`src/rtl/key_scan_4x4_pkg.sv`:
```
// Shared keypad-scan definitions: FSM states, idle/reset patterns, entry-buffer
// geometry and key-repeat timing used alongside the display constants.
package key_scan_4x4_pkg;

   typedef enum logic [1:0] {
      SCAN     = 2'd0,
      DEBOUNCE = 2'd1,
      PRESSED  = 2'd2,
      RELEASE  = 2'd3
   } scan_state_t;

   localparam logic [3:0] ROW_RESET      = 4'b1110;
   localparam logic [3:0] COL_IDLE       = 4'hF;
   localparam int         DIGIT_W        = 4;
   localparam int         DIGIT_N        = 6;
   localparam int         ENTRY_W        = DIGIT_W * DIGIT_N;
   localparam logic [3:0] CLEAR_CODE_DEF = 4'd15;

   localparam int REPEAT_DELAY  = 500;
   localparam int REPEAT_PERIOD = 100;
   localparam int RPT_W         = 9;
   localparam logic [RPT_W-1:0] RPT_LAST   = RPT_W'(REPEAT_DELAY - 1);
   localparam logic [RPT_W-1:0] RPT_RELOAD = RPT_W'(REPEAT_DELAY - REPEAT_PERIOD);

   // {exactly_one_low, column_index}; anything other than a single low bit is rejected
   function automatic logic [2:0] col_decode(input logic [3:0] col);
      case (col)
         4'b1110: return 3'b100;
         4'b1101: return 3'b101;
         4'b1011: return 3'b110;
         4'b0111: return 3'b111;
         default: return 3'b000;
      endcase
   endfunction

   function automatic logic [ENTRY_W-1:0] entry_push(input logic [ENTRY_W-1:0] entry,
                                                     input logic [DIGIT_W-1:0] digit,
                                                     input logic [DIGIT_W-1:0] clear_code);
      if (digit == clear_code)
         return '0;
      return {entry[ENTRY_W-DIGIT_W-1:0], digit};
   endfunction

endpackage

```
`src/rtl/key_scan_4x4_if.sv`:
```
// Keypad matrix lines plus the key/entry outputs handed to the clock-setting logic.
interface key_scan_4x4_if;
   import key_scan_4x4_pkg::*;

   logic [3:0]         col_in;
   logic [3:0]         row_out;
   logic [3:0]         key_code;
   logic               key_valid;
   logic               key_held;
   logic [ENTRY_W-1:0] entry_data;

   modport master (
      output col_in,
      input  row_out, key_code, key_valid, key_held, entry_data
   );

   modport slave (
      input  col_in,
      output row_out, key_code, key_valid, key_held, entry_data
   );
endinterface

```
`src/rtl/key_scan_4x4_col_sync.sv`:
```
// Two-flop synchroniser for the asynchronous keypad column lines; resets to idle.
module key_col_sync (
   input  logic       clk_1khz,
   input  logic       rst_n,
   input  logic [3:0] col_in,
   output logic [3:0] col_sync
);
   logic [3:0] meta_reg;
   logic [3:0] sync_reg;

   always_ff @(posedge clk_1khz or negedge rst_n) begin
      if (!rst_n) begin
         meta_reg <= 4'hF;
         sync_reg <= 4'hF;
      end else begin
         meta_reg <= col_in;
         sync_reg <= meta_reg;
      end
   end

   assign col_sync = sync_reg;
endmodule

```
`src/rtl/key_scan_4x4.sv`:
```
// 4x4 keypad scanner with press/release debounce and a 6-digit entry buffer.
// Define KEY_REPEAT_EN to auto-repeat a held key (500-cycle delay, then every 100).
module key_scan_4x4
   import key_scan_4x4_pkg::*;
#(
   parameter int         ROW_DWELL   = 4,
   parameter int         DEBOUNCE_MS = 20,
   parameter logic [3:0] CLEAR_CODE  = CLEAR_CODE_DEF
) (
   input  logic           clk_1khz,
   input  logic           rst_n,
   key_scan_4x4_if.slave  kp
);
   localparam int DWELL_W = $clog2(ROW_DWELL);
   localparam int DB_W    = $clog2(DEBOUNCE_MS);
   localparam logic [DWELL_W-1:0] DWELL_LAST = DWELL_W'(ROW_DWELL - 1);
   localparam logic [DB_W-1:0]    DB_LAST    = DB_W'(DEBOUNCE_MS - 1);

   logic [3:0] col_sync;
   logic [2:0] col_dec;

   key_col_sync u_col_sync (
      .clk_1khz (clk_1khz),
      .rst_n    (rst_n),
      .col_in   (kp.col_in),
      .col_sync (col_sync)
   );

   assign col_dec = col_decode(col_sync);

   scan_state_t        state_reg;
   logic [DWELL_W-1:0] dwell_reg;
   logic [DB_W-1:0]    db_cnt_reg;
   logic [3:0]         row_reg;
   logic [1:0]         row_idx_reg;
   logic [3:0]         col_pat_reg;
   logic [1:0]         col_idx_reg;
   logic [3:0]         key_code_reg;
   logic               key_valid_reg;
   logic               key_held_reg;
   logic [ENTRY_W-1:0] entry_reg;
`ifdef KEY_REPEAT_EN
   logic [RPT_W-1:0]   rpt_cnt_reg;
`endif

   always_ff @(posedge clk_1khz or negedge rst_n) begin
      if (!rst_n) begin
         state_reg     <= SCAN;
         dwell_reg     <= '0;
         db_cnt_reg    <= '0;
         row_reg       <= ROW_RESET;
         row_idx_reg   <= 2'd0;
         col_pat_reg   <= COL_IDLE;
         col_idx_reg   <= 2'd0;
         key_code_reg  <= 4'd0;
         key_valid_reg <= 1'b0;
         key_held_reg  <= 1'b0;
         entry_reg     <= '0;
`ifdef KEY_REPEAT_EN
         rpt_cnt_reg   <= '0;
`endif
      end else begin
         key_valid_reg <= 1'b0;
         case (state_reg)
            SCAN: begin
               if (dwell_reg == DWELL_LAST) begin
                  dwell_reg <= '0;
                  if (col_dec[2]) begin
                     col_pat_reg <= col_sync;
                     col_idx_reg <= col_dec[1:0];
                     db_cnt_reg  <= '0;
                     state_reg   <= DEBOUNCE;
                  end else begin
                     row_reg     <= {row_reg[2:0], row_reg[3]};
                     row_idx_reg <= row_idx_reg + 2'd1;
                  end
               end else begin
                  dwell_reg <= dwell_reg + 1'b1;
               end
            end
            DEBOUNCE: begin
               if (col_sync != col_pat_reg) begin
                  // bounce: rescan the same row from a fresh dwell
                  state_reg  <= SCAN;
                  dwell_reg  <= '0;
                  db_cnt_reg <= '0;
               end else if (db_cnt_reg == DB_LAST) begin
                  state_reg     <= PRESSED;
                  db_cnt_reg    <= '0;
                  key_code_reg  <= {row_idx_reg, col_idx_reg};
                  key_valid_reg <= 1'b1;
                  key_held_reg  <= 1'b1;
                  entry_reg     <= entry_push(entry_reg, {row_idx_reg, col_idx_reg}, CLEAR_CODE);
`ifdef KEY_REPEAT_EN
                  rpt_cnt_reg   <= '0;
`endif
               end else begin
                  db_cnt_reg <= db_cnt_reg + 1'b1;
               end
            end
            PRESSED: begin
               if (col_sync == COL_IDLE) begin
                  state_reg  <= RELEASE;
                  db_cnt_reg <= '0;
`ifdef KEY_REPEAT_EN
                  rpt_cnt_reg <= '0;
               end else if (rpt_cnt_reg == RPT_LAST) begin
                  // reload so the following repeats land every REPEAT_PERIOD cycles
                  rpt_cnt_reg   <= RPT_RELOAD;
                  key_valid_reg <= 1'b1;
                  entry_reg     <= entry_push(entry_reg, key_code_reg, CLEAR_CODE);
               end else begin
                  rpt_cnt_reg <= rpt_cnt_reg + 1'b1;
`endif
               end
            end
            RELEASE: begin
               if (col_sync != COL_IDLE) begin
                  state_reg  <= PRESSED;
                  db_cnt_reg <= '0;
`ifdef KEY_REPEAT_EN
                  rpt_cnt_reg <= '0;
`endif
               end else if (db_cnt_reg == DB_LAST) begin
                  state_reg    <= SCAN;
                  key_held_reg <= 1'b0;
                  db_cnt_reg   <= '0;
                  dwell_reg    <= '0;
                  row_reg      <= {row_reg[2:0], row_reg[3]};
                  row_idx_reg  <= row_idx_reg + 2'd1;
               end else begin
                  db_cnt_reg <= db_cnt_reg + 1'b1;
               end
            end
            default: state_reg <= SCAN;
         endcase
      end
   end

   assign kp.row_out    = row_reg;
   assign kp.key_code   = key_code_reg;
   assign kp.key_valid  = key_valid_reg;
   assign kp.key_held   = key_held_reg;
   assign kp.entry_data = entry_reg;
endmodule

```
`src/flat_wrapper.sv`:
```
// flat-port wrapper written by rule: the top's interface ports become plain ports
module key_scan_4x4_flat import key_scan_4x4_pkg::*;
#(
   parameter int         ROW_DWELL   = 4,
   parameter int         DEBOUNCE_MS = 20,
   parameter logic [3:0] CLEAR_CODE  = CLEAR_CODE_DEF
)
  (clk_1khz, rst_n, kp_col_in, kp_row_out, kp_key_code, kp_key_valid, kp_key_held, kp_entry_data);
  key_scan_4x4_if kp_i ();
  input  logic clk_1khz;
  input  logic rst_n;
  input wire logic [$bits(kp_i.col_in)-1:0] kp_col_in;
  output wire logic [$bits(kp_i.row_out)-1:0] kp_row_out;
  output wire logic [$bits(kp_i.key_code)-1:0] kp_key_code;
  output wire logic [$bits(kp_i.key_valid)-1:0] kp_key_valid;
  output wire logic [$bits(kp_i.key_held)-1:0] kp_key_held;
  output wire logic [$bits(kp_i.entry_data)-1:0] kp_entry_data;
  assign kp_i.col_in = kp_col_in;
  assign kp_row_out = kp_i.row_out;
  assign kp_key_code = kp_i.key_code;
  assign kp_key_valid = kp_i.key_valid;
  assign kp_key_held = kp_i.key_held;
  assign kp_entry_data = kp_i.entry_data;
  key_scan_4x4 #(.ROW_DWELL(ROW_DWELL), .DEBOUNCE_MS(DEBOUNCE_MS), .CLEAR_CODE(CLEAR_CODE)) u_core (.clk_1khz(clk_1khz), .rst_n(rst_n), .kp(kp_i));
endmodule
```
`config.mk`:
```
export PLATFORM = sky130hd
export DESIGN_NAME = key_scan_4x4_flat
export DESIGN_NICKNAME = d
export VERILOG_FILES = /design/src/rtl/key_scan_4x4_pkg.sv /design/src/rtl/key_scan_4x4_if.sv /design/src/rtl/key_scan_4x4_col_sync.sv /design/src/rtl/key_scan_4x4.sv /design/src/flat_wrapper.sv
export SDC_FILE = /design/constraint.sdc
export NUM_CORES = 1
export LEC_CHECK = 0
export ABC_CLOCK_PERIOD_IN_PS = 6000
export CORE_MARGIN = 2
export CORE_UTILIZATION = 30
export CTS_CLUSTER_DIAMETER = 150
export DETAILED_ROUTE_END_ITERATION = 8
export GPL_ROUTABILITY_DRIVEN = 0
export PLACE_DENSITY = 0.61
export SYNTH_ARGS = -nofsm -noshare
export SYNTH_HDL_FRONTEND = slang
export SYNTH_SLANG_ARGS = --single-unit
export TNS_END_PERCENT = 20
```
`constraint.sdc`:
```
create_clock -name clk_1khz -period 6 [get_ports clk_1khz]
set_clock_uncertainty 0.2 [all_clocks]
set_input_delay 1.2 -clock clk_1khz [delete_from_list [all_inputs] [get_ports clk_1khz]]
set_output_delay 1.2 -clock clk_1khz [all_outputs]
set_load 0.005 [all_outputs]
```
==> flow_metrics.tcl <==
set metrics [dict create \
    io_buffers 39 \
    cts-root-buf "clkbuf_8" \
    design_area_mm2 0.00318 \
    ir_drop_mv 0.144 \
    cts_resized 0 \
    initial_core_util_pct 30.9 \
    post-route-period-util_pct 46.4 \
    synth-xor-area-share_pct 2.07 \
    final_core_util_pct 38.7 \
    crit_path_end "kp_row_out[1]" \
    via_count 1820 \
    start_kind "flip-flop" \
    synth_fa_ha_area_share_pct 1.48 \
    core_area_mm2 0.00822 \
    power_density_mw_per_mm2 311 \
    fin_setup_tns_ns 0 \
    synth_compound_area_share_pct 12.2 \
    die_x_um 96.0 \
    synth_fp_nets 242 \
    cts_tree "done" \
    top_layer_used "met4" \
    yosys_warnings 0 \
    num_antenna_cells 0 \
    die-area_mm2 0.00922 \
    final-hold-violation-count 0 \
    wl_met2_um 2360 \
    wl_um 5040 \
    grt_use_total_pct 12.2 \
    r2r_cells 4 \
    hpwl_um 3240 \
    drive_above_1_share_pct 17.7 \
    cp-startpoint "u_core.kp.row_out[1]" \
    finalSetupViolCount 0 \
    synth_area_mm2 0.00254 \
    worstPathRequired_ns 4.60 \
    grt_pass1_vias 1761 \
    area.growth.synth_to_final_pct 25.2 \
    die_height_um 96.0 \
    synth_seq_area_share_pct 58.9 \
    grt_overflow 0 \
    slew_viol_final 0 \
    hold_ws_ns 0.154 \
    drt_iter0_markers 176 \
    drc 0 \
    maxCapViolations 0 \
    reg2reg_to "u_core.kp.key_code[0]" \
    synth-simple-area-share_pct 15.7 \
    clock-sinks 59 \
    fmax_mhz 359 \
    drt-met1-wl_um 2300 \
    crit_arrival_ns 1.38 \
    path_clk_slew_ns 0.06 \
    cp_slowest_cell "dfstp_2" \
    muxShareOfSynthArea_pct 5.71 \
    viasPerCell 4.76 \
    wire_per_inst_um 13.2 \
    pin_count 40 \
    hp-class "flip-flop to flip-flop" \
    cp_num_buf_inv 1 \
    worstPathMaxFanout 3 \
    grt_max_degree 60 \
    rr_startpoint "u_core.u_col_sync.col_sync[3]" \
    cts_setup_buffers 0 \
    place_area_mm2 0.00298 \
    cts_buffers 9 \
    postCtsHoldBufs 0 \
    antenna_found_initial 0 \
    slew_headroom_pct 42.8 \
    crit_family "flip-flops" \
    worstSkewPairLatency_ns 0.35 \
    worst_path_largest_cell_delay_ns 0.54 \
    period_needed_ns 2.78 \
    syn_area_per_cell_um2 10.9 \
    yosysUniqueCellTypes 36 \
    cts.path.max_buffers 2 \
    crit_cells 1 \
    largest_reg_flops 24 \
    crit_chain "clkdlybuf4s50_1" \
    drtAntennaViolNets 0 \
    num_rows 33 \
    final_nets 281 \
    grt_pass1_wl_um 8430 \
    synth_top_family_by_area "simple AND/OR/NAND/NOR gates" \
    endpoint_kind "output port" \
    ys_ff_latch 59 \
    wl_met3_um 268 \
    worst_pin_slew_ns 0.855 \
    rsz0062_at_grt "false" \
    outcome "completed" \
    crit_type "flip-flop to output port" \
    syn_inst 233 \
    r2r_slack_ns 3.37 \
    cellLeakagePower_nw 1.32 \
    dr.pass1.iters 4 \
    h-tree-depth 3 \
]
[how the worst min path moves through the flow]
stage | startpoint | end | slack, ns | cells after the start
detailed placement | u_core.u_col_sync.meta_reg[0] | u_core.u_col_sync.col_sync[0] | 0.15 | 0
floorplan | u_core.u_col_sync.meta_reg[0] | u_core.u_col_sync.col_sync[0] | 0.15 | 0
CTS | u_core.u_col_sync.meta_reg[0] | u_core.u_col_sync.col_sync[0] | 0.15 | 0
global route | u_core.u_col_sync.meta_reg[0] | u_core.u_col_sync.col_sync[0] | 0.16 | 0
finish | u_core.u_col_sync.meta_reg[0] | u_core.u_col_sync.col_sync[0] | 0.15 | 0
global placement | u_core.u_col_sync.meta_reg[0] | u_core.u_col_sync.col_sync[0] | 0.15 | 0
[where the power goes]
part / switching (mW) / internal (mW) / leakage [nW]
logic: 0.0736 / 0.0641 / 0.461
registers: 0.0373 / 0.446 / 0.758
clock network: 0.153 / 0.214 / 0.101
total: 0.264 / 0.725 / 1.32
[per-stage QoR]
step | worst slack, ns | std cells | power [mW]
floorplan | 4.01 | 233 | 0.592
global placement | 3.39 | 366 | 0.624
detailed placement | 3.37 | 366 | 0.629
CTS | 3.19 | 382 | 1.00
global route | 3.17 | 382 | 1.04
finish | 3.22 | 382 | 0.989
[routing by layer]
metal / vias to the layer above / GRT usage, %
li1: 877 / -
met1: 894 / 15.0
met2: 38 / 18.4
met3: 11 / 4.78
met4: 0 / 6.67
met5: - / 0
[synth_stat cells]
master	count	share of area [%]
nor4_4	1	0.84
a311oi_2	1	0.59
a211oi_1	2	0.59
nor2_1	7	1.0
nand3_1	6	1.2
a21boi_0	1	0.30
a22o_1	6	2.1
o211ai_1	1	0.30
nand4b_1	2	0.69
o21ai_2	1	0.34
nand4_4	1	0.84
a31oi_1	2	0.49
buf_2	6	1.2
o2111ai_1	1	0.34
nand2_1	65	9.6
xor2_1	5	1.7
xnor2_1	1	0.34
and3_1	1	0.25
mux2i_1	1	0.39
dfrtp_1	44	43
nand4_1	1	0.25
a32oi_1	1	0.34
ha_1	3	1.5
and4bb_2	1	0.49
a41o_1	1	0.39
mux2_2	12	5.3
buf_6	4	1.8
clkbuf_1	2	0.30
nor3_1	1	0.20
a31o_2	1	0.34
dfstp_2	15	16
o21ai_0	5	0.99
o21ba_2	1	0.39
nor3b_1	1	0.30
o21ai_1	24	4.7
inv_1	5	0.74
[layout make-up]
cell class / count / area (µm²)
Clock buffer: 14 / 163
Clock inverter: 2 / 35.0
Fill cell: 783 / 5040
Inverter: 5 / 18.8
Multi-Input combinational cell: 157 / 943
Sequential cell: 59 / 1500
Tap cell: 105 / 131
Timing Repair Buffer: 40 / 393
[logic make-up after synthesis]
| logic type | Yosys count |
|---|---|
| compound gates | 48 |
| fa+ha+maj | 3 |
| simple gates | 87 |
| flops | 59 |
| buf+inv | 17 |
| mux | 13 |
| xor+xnor | 6 |
[placed cells by master (no fill, tap or decap)]
cell,n
inv_1,5
buf_2,1
clkinv_2,1
mux2_2,12
xor2_1,5
dfrtp_1,44
clkdlybuf4s50_1,38
a22o_1,6
clkbuf_8,11
nor3_1,1
o211ai_1,1
dfstp_2,15
a211oi_1,2
xnor2_1,1
nand4_4,1
and4bb_2,1
a21boi_0,1
bufinv_16,1
clkbuf_1,3
nand2_1,65
mux2i_1,1
a31oi_1,2
a311oi_2,1
nand4b_1,2
o21ba_2,1
o21ai_0,5
nand3_1,6
o21ai_2,1
a32oi_1,1
a41o_1,1
buf_4,1
nand4_1,1
and3_1,1
o21ai_1,24
nor2_1,7
a31o_2,1
o2111ai_1,1
nor4_4,1
ha_1,3
nor3b_1,1
No activity file was read; power rests on OpenSTA's default activity.
